## src/rtl/lr_pkg.sv

```systemverilog
// lr_pkg: window geometry shared by the 9x9 line buffer and the 81-tap inner product.
package lr_pkg;
  localparam int PIX_W = 7;
  localparam int K = 9;
  localparam int KK = K * K;
  localparam int WIN_BITS = KK * PIX_W;
  function automatic int win_idx(input int r, input int c);
    return r * K + c;
  endfunction
endpackage

```

## src/rtl/window_linebuffer9_line_delay.sv

```systemverilog
// line_delay: one image row of delay, advancing only on accepted pixels.
module line_delay #(
  parameter int DEPTH = 28,
  parameter int W = 7
) (
  input  logic         clk,
  input  logic         en,
  input  logic [W-1:0] din,
  output logic [W-1:0] dout
);
  logic [DEPTH*W-1:0] sh_q, sh_d;
  always_comb sh_d = en ? {sh_q[(DEPTH-1)*W-1:0], din} : sh_q;
  always_ff @(posedge clk) sh_q <= sh_d;
  assign dout = sh_q[DEPTH*W-1 -: W];
endmodule

```

## src/rtl/window_linebuffer9.sv

```systemverilog
// window_linebuffer9: raster pixel stream to 9x9 sliding windows, one per accepted pixel
// once K-1 rows and K-1 columns are buffered.
module window_linebuffer9
  import lr_pkg::*;
#(
  parameter int IMG_W = 28,
  parameter int IMG_H = 28
) (
  input  logic                       clk,
  input  logic                       rst_n,
  input  logic                       pix_valid,
  input  logic [PIX_W-1:0]           pix_data,
  input  logic                       pix_sof,
  output logic                       win_valid,
  output logic [WIN_BITS-1:0]        win_data,
  output logic [$clog2(IMG_H)-1:0]   win_row,
  output logic [$clog2(IMG_W)-1:0]   win_col,
  output logic                       frame_done
);
  localparam int RW = $clog2(IMG_H);
  localparam int CW = $clog2(IMG_W);
  logic [K-1:0][PIX_W-1:0] tap;
  logic [RW-1:0] row_q, row_d, pos_r, wrow_q, wrow_d;
  logic [CW-1:0] col_q, col_d, pos_c, wcol_q, wcol_d;
  logic [WIN_BITS-1:0] win_q, win_d, out_q, out_d;
  logic valid_q, valid_d, done_q, done_d, last_r, last_c, hit;
  assign tap[0] = pix_data;
  for (genvar g = 0; g < K - 1; g++) begin : g_ld
    line_delay #(.DEPTH(IMG_W), .W(PIX_W)) u_ld (
      .clk (clk),
      .en  (pix_valid),
      .din (tap[g]),
      .dout(tap[g+1])
    );
  end
  // Window rows shift left; the newest column enters at c = K-1, oldest row at r = 0.
  always_comb begin
    win_d = win_q;
    if (pix_valid) begin
      for (int r = 0; r < K; r++) begin
        for (int c = 0; c < K - 1; c++)
          win_d[PIX_W*win_idx(r, c) +: PIX_W] = win_q[PIX_W*win_idx(r, c + 1) +: PIX_W];
        win_d[PIX_W*win_idx(r, K - 1) +: PIX_W] = tap[K-1-r];
      end
    end
  end
  // sof relocates the accepted pixel to (0,0) regardless of the counters.
  always_comb begin
    pos_r = pix_sof ? '0 : row_q;
    pos_c = pix_sof ? '0 : col_q;
    last_r = pos_r == RW'(IMG_H - 1);
    last_c = pos_c == CW'(IMG_W - 1);
    hit = pix_valid && pos_r >= RW'(K - 1) && pos_c >= CW'(K - 1);
    col_d = pix_valid ? (last_c ? '0 : pos_c + 1'b1) : col_q;
    row_d = (pix_valid && last_c) ? (last_r ? '0 : pos_r + 1'b1) : (pix_valid ? pos_r : row_q);
    valid_d = hit;
    done_d = hit && last_r && last_c;
    out_d = hit ? win_d : out_q;
    wrow_d = hit ? pos_r - RW'(K - 1) : wrow_q;
    wcol_d = hit ? pos_c - CW'(K - 1) : wcol_q;
  end
  always_ff @(posedge clk or negedge rst_n) begin
    if (!rst_n) begin
      row_q <= '0;
      col_q <= '0;
      win_q <= '0;
      out_q <= '0;
      wrow_q <= '0;
      wcol_q <= '0;
      valid_q <= 1'b0;
      done_q <= 1'b0;
    end else begin
      row_q <= row_d;
      col_q <= col_d;
      win_q <= win_d;
      out_q <= out_d;
      wrow_q <= wrow_d;
      wcol_q <= wcol_d;
      valid_q <= valid_d;
      done_q <= done_d;
    end
  end
  assign win_valid = valid_q;
  assign frame_done = done_q;
  assign win_data = out_q;
  assign win_row = wrow_q;
  assign win_col = wcol_q;
endmodule

```

## config.mk

```make
export PLATFORM = sky130hd
export DESIGN_NAME = window_linebuffer9
export DESIGN_NICKNAME = d
export VERILOG_FILES = /design/src/rtl/lr_pkg.sv /design/src/rtl/window_linebuffer9_line_delay.sv /design/src/rtl/window_linebuffer9.sv
export SDC_FILE = /design/constraint.sdc
export NUM_CORES = 2
export LEC_CHECK = 0
export CAP_MARGIN = 25
export CORE_ASPECT_RATIO = 1.1
export CORE_MARGIN = 5
export CORE_UTILIZATION = 50
export DETAILED_ROUTE_END_ITERATION = 10
export PLACE_DENSITY = 0.67
export REMOVE_ABC_BUFFERS = 1
export SKIP_LAST_GASP = 1
export SYNTH_ARGS = -nofsm -noshare
export SYNTH_HDL_FRONTEND = slang
export SYNTH_SLANG_ARGS = --single-unit
```

## constraint.sdc

```tcl
create_clock -name clk -period 3.29 [get_ports clk]
set_clock_uncertainty 0.1 [all_clocks]
set_input_delay 0.987 -clock clk [delete_from_list [all_inputs] [get_ports clk]]
set_output_delay 0.987 -clock clk [all_outputs]
set_load 0.05 [all_outputs]
```

# Word level (Yosys, flattened, before mapping)
# Cells that the tools add are included.
[classes]
addsub = 4
n_lt_le_gt_ge = 2
n_eq_ne = 2
n_mux = 7
n_reduce_logical = 6
[ops]
columns = ["cell", "count"]
rows = [
  ["two-way mux 567 bit", 1],
  ["two-way mux 5 bit", 6],
  ["adder 5 x 1 -> 5 bit (second input constant)", 2],
  ["== test 5 bit (second input constant)", 2],
  [">= comparator 5 x 4 -> 1 bit (second input constant)", 2],
  ["subtractor 5 x 4 -> 5 bit (second input constant)", 2],
  ["logical AND 1 bit", 5],
  ["nonzero test 2 bit", 1],
]
[word_totals]
regBits = 2724
out_inout_bits = 579
wordCells = 37

# Depth between registers and ports, before layout
[depth]
ltp_word = 6
mapped_depth = 11
mapped_depth_nobuf = 9

# Cells and area by module
# From an unflattened synthesis, not the netlist that was laid out.
[unflattened]
hier_cells = 4131
area_unflattened_um2 = 93171.9
[by_module_without_submodules]
columns = ["module", "n_inst", "cells_each", "area_per_inst_um2", "seq_area_each_um2"]
rows = [
  ["line_delay", 8, 203, 5938.2, 5885.6],
  ["window_linebuffer9", 1, 2507, 45666.3, 28927.7],
]

# Least setup slack after synthesis
# Ideal clock, no wire load.
[synth_timing]
path_type = "input to register"
start = "in pix_sof"
end = "reg out_q[100], in the netlist win_data[100]"
t_arrival_ns = 2.778
t_required_ns = 3.065
path_slack_ns = 0.287
cell_stages = 10
cell_sequence = "buf_2 > nand2b_1 > ha_1 > inv_1 > o41a_1 > o21bai_4 > clkinv_4 > buf_12 > buf_12 > mux2_4"
[synth_via]
elab_chain_cells = 4
elab_cells_between_ends = 6
classes_between = "order compare: 2; mux: 2; reduce/logical: 2"
[synth_rtl]
columns = ["element", "line_no", "rtl"]
rows = [
  ["start, declared", "window_linebuffer9.sv:13", "input logic pix_sof,"],
  ["two-way mux 5 bit", "window_linebuffer9.sv:49", "pos_r = pix_sof ? '0 : row_q;"],
  [">= comparator 5 x 4 -> 1 bit", "window_linebuffer9.sv:53", "hit = pix_valid && pos_r >= RW'(K - 1) && pos_c >= CW'(K - 1);"],
  ["logical AND 1 bit", "window_linebuffer9.sv:53", ""],
  ["logical AND 1 bit *", "window_linebuffer9.sv:53", ""],
  ["end signal, assigned", "window_linebuffer9.sv:76", "out_q <= out_d;"],
  ["end, declared", "window_linebuffer9.sv:25", "logic [WIN_BITS-1:0] win_q, win_d, out_q, out_d;"],
]
# Every way passes the cells marked *; elsewhere a longest branch is shown, timed or not.
# A chain may end at the register's enable or synchronous reset.

# Final worst setup path
[layout_timing]
start = "reg out_q[45], in the netlist win_data[45]"
end = "out win_data[45]"
[layout_lines]
columns = ["element", "line_no", "rtl"]
rows = [
  ["end, declared", "window_linebuffer9.sv:15", "output logic [WIN_BITS-1:0] win_data,"],
]
# No word-level cell between the ends.

==> qor.txt <==
Status - complete, no violations
Max-slew headroom - 0.419
Hold Crit Class - flop to flop
Avg WL per Cell - 19.8 um
Via/cell ratio - 4.99
Fraction of the yosys area taken by sequential cells - 0.820
CTS Buf Count - 280
Crit path time final - 3.20 ns
Number of synthesized register bits - 2,724
Leak - 44.7 nW
Critical Path End Type - primary output
Endpoints failing setup - 0
I/O Buffers - 589
Synthesized cell area - 0.0928 mm2
Root Driver - clkbuf_16
Delay-heaviest family, CP - buffers and inverters
Layout area overhead - 19.6%
Synth Area per Inst - 22.8 um2
Die height - 462 um
Postcts setup bufs - 0
R2R depth - 9
CP Class - flop to primary output
Total power - 103 mW
Worst-path clk slew - 0.06 ns
Slew Limit Fails - 0
Final hold vios - 0
Hold path cells - 0
Grt ovf - 0
Initial DRC count - 2,794
CTS tree - yes
Startpoint Class - flop
Ys Warns - 0
Ratio of cells with drive above 1 in the final layout - 0.330
WP data required - 2.20 ns
Design area - 0.111 mm2
Sink Count - 2,724
Routed Antenna Nets - 0
WL final - 150,000 um
R2r startpoint - col_q[0]
Clock Latency Late Sink - 0.91 ns
Most frequent cells in the layout - 1,568 x edfxtp_1, 1,156 x dfrtp_1, 642 x mux2_2, 500 x mux2_4, 328 x clkdlybuf4s50_1
Slowest stage cell, crit path - clkdlybuf4s50_1
Largest net degree at the start of global routing - 145
HPWL Detailed - 89,400 um
Setup crit start - win_data[45]
CP max stage delay - 0.82 ns
Gpl congestion - 0.772
Ports - 590
Antenna violations before repair - 2
DRC - 0
Crit path cell chain - clkdlybuf4s50_1
Vias - 37.9k
CORE AREA - 0.184 mm2
RSZ-0062 raised after global routing - false
Htree depth - 5
Synth cell types - 39
DR pass1 iterations - 5
Critical Path Fanout Max - 2
FF-to-FF setup slack - 0.70 ns
Vias in the first global route - 39.8k
Clock buffer depth - 4
Worst Max-Slew Pin Slew - 0.872 ns
Worst Path Arrival - 2.11 ns
Initial Utilization - 0.504
Reg2reg end - win_data[559]
Commonest non-fill, non-tap cell in the layout - edfxtp_1
End of the critical path - win_data[45]
Hold_ws - 0.279 ns
Worst path bufs/invs - 1
Die X - 421 um
Core Util, Final - 0.603
Peak VDD IR - 0.754 mV
Fin Setup TNS - 0 ns
Synth Instances - 4,075
Max cap viols - 0
Cell Area, Placed - 0.102 mm2
PwrDens - 929 mW/mm2
Final worst-path cycle share - 0.972
First-pass GRT wire length - 235,000 um
WP depth - 1
Final net count - 4,979
Total global-route track usage - 0.154
Rows - 165
Total die area - 0.194 mm2
Fmax - 0.313 GHz
cell families (layout without fill, tap and decap cells):
group / count (synthesis) / in the layout / share of synthesized area
flip-flops: 2724 / 2724 / 0.820
multiplexers: 1147 / 1147 / 0.159
buffers and inverters: 145 / 1235 / 0.0166
AND/OR/NAND/NOR: 35 / 35 / 0.00217
AO/OA/AOI/OAI: 18 / 18 / 0.00144
adder cells (fa/ha/maj): 6 / 6 / 0.000809
other: 0 / 2 / 0
cell type report:
type	count	area [um2]
tap	2421	3030
multi-input combinational	1206	15200
clock buffer	362	7660
timing repair buffer	734	7540
fill	13188	73200
sequential	2724	76000
antenna	2	5.00
clock inverter	123	1430
inverter	16	86.3
worst min path at each step:
stage | startpoint | to | slack [ns]
after floorplan | g_ld[0].u_ld.sh_q[93] | g_ld[0].u_ld.sh_q[100] | 0.30
after global placement | g_ld[6].u_ld.sh_q[182] | g_ld[6].u_ld.sh_q[189] | 0.30
after detailed placement | g_ld[0].u_ld.sh_q[96] | g_ld[0].u_ld.sh_q[103] | 0.30
after CTS | g_ld[2].u_ld.sh_q[60] | g_ld[2].u_ld.sh_q[67] | 0.27
after global routing | g_ld[4].u_ld.sh_q[154] | g_ld[4].u_ld.sh_q[161] | 0.28
final | g_ld[4].u_ld.sh_q[133] | g_ld[4].u_ld.sh_q[140] | 0.28
per-stage QoR:
step	std cells	setup WS, ns
global placement	7099	-0.553
floorplan	3946	-4.19
finish	7588	0.0929
CTS	7585	0.000161
global route	7586	0.00000866
detailed placement	7099	-0.516
flip-flops by register name, summed over array words and instances (netlist names):
register        cells
g_ld.u_ld.sh_q   1568
win_data          567
win_q             567
col_q               5
row_q               5
win_col             5
win_row             5
frame_done          1
win_valid           1
timing repair:
item                       4_1_cts  5_1_grt
hold endpoints to repair         7        0
gates resized for setup        198       56
hold buffers                     1        0
setup endpoints to repair      198       56
cell usage after synthesis, drive strengths merged:
cell type	count	area share
o22ai	1	0.000067
o21bai	1	0.00020
nor2	4	0.00016
o221ai	1	0.000094
nor2b	4	0.00027
nand3	4	0.00022
or4b	1	0.00011
nor4	2	0.00020
edfxtp	1568	0.51
nor4bb	1	0.00011
nand2	9	0.00036
mux2i	5	0.00054
clkinv	1	0.000094
and2b	1	0.000081
clkbuf	23	0.00093
inv	15	0.00061
mux2	1142	0.16
a31o	1	0.000094
or3	1	0.000067
o41a	1	0.00012
a31oi	1	0.000067
dfrtp	1156	0.31
o2bb2ai	1	0.000094
o21ai	4	0.00022
a22oi	2	0.00016
nand2b	7	0.00050
a41o	1	0.00011
a21oi	4	0.00022
buf	106	0.015
nor4b	1	0.000094
ha	6	0.00081
metal layers:
layer / track usage / wire, um
met5: 0 / 0
met4: 0.0446 / 3370
met3: 0.0413 / 8430
met2: 0.223 / 66400
met1: 0.233 / 71700
power breakdown:
group          switching [mW]  leakage [nW]  internal (mW)  total (mW)
registers                3.77          29.6           42.6        46.4
clock network            12.4          4.42           18.8        31.2
logic                    15.6          10.7           9.87        25.5
Note: power is estimated with default switching activity, not from simulation.
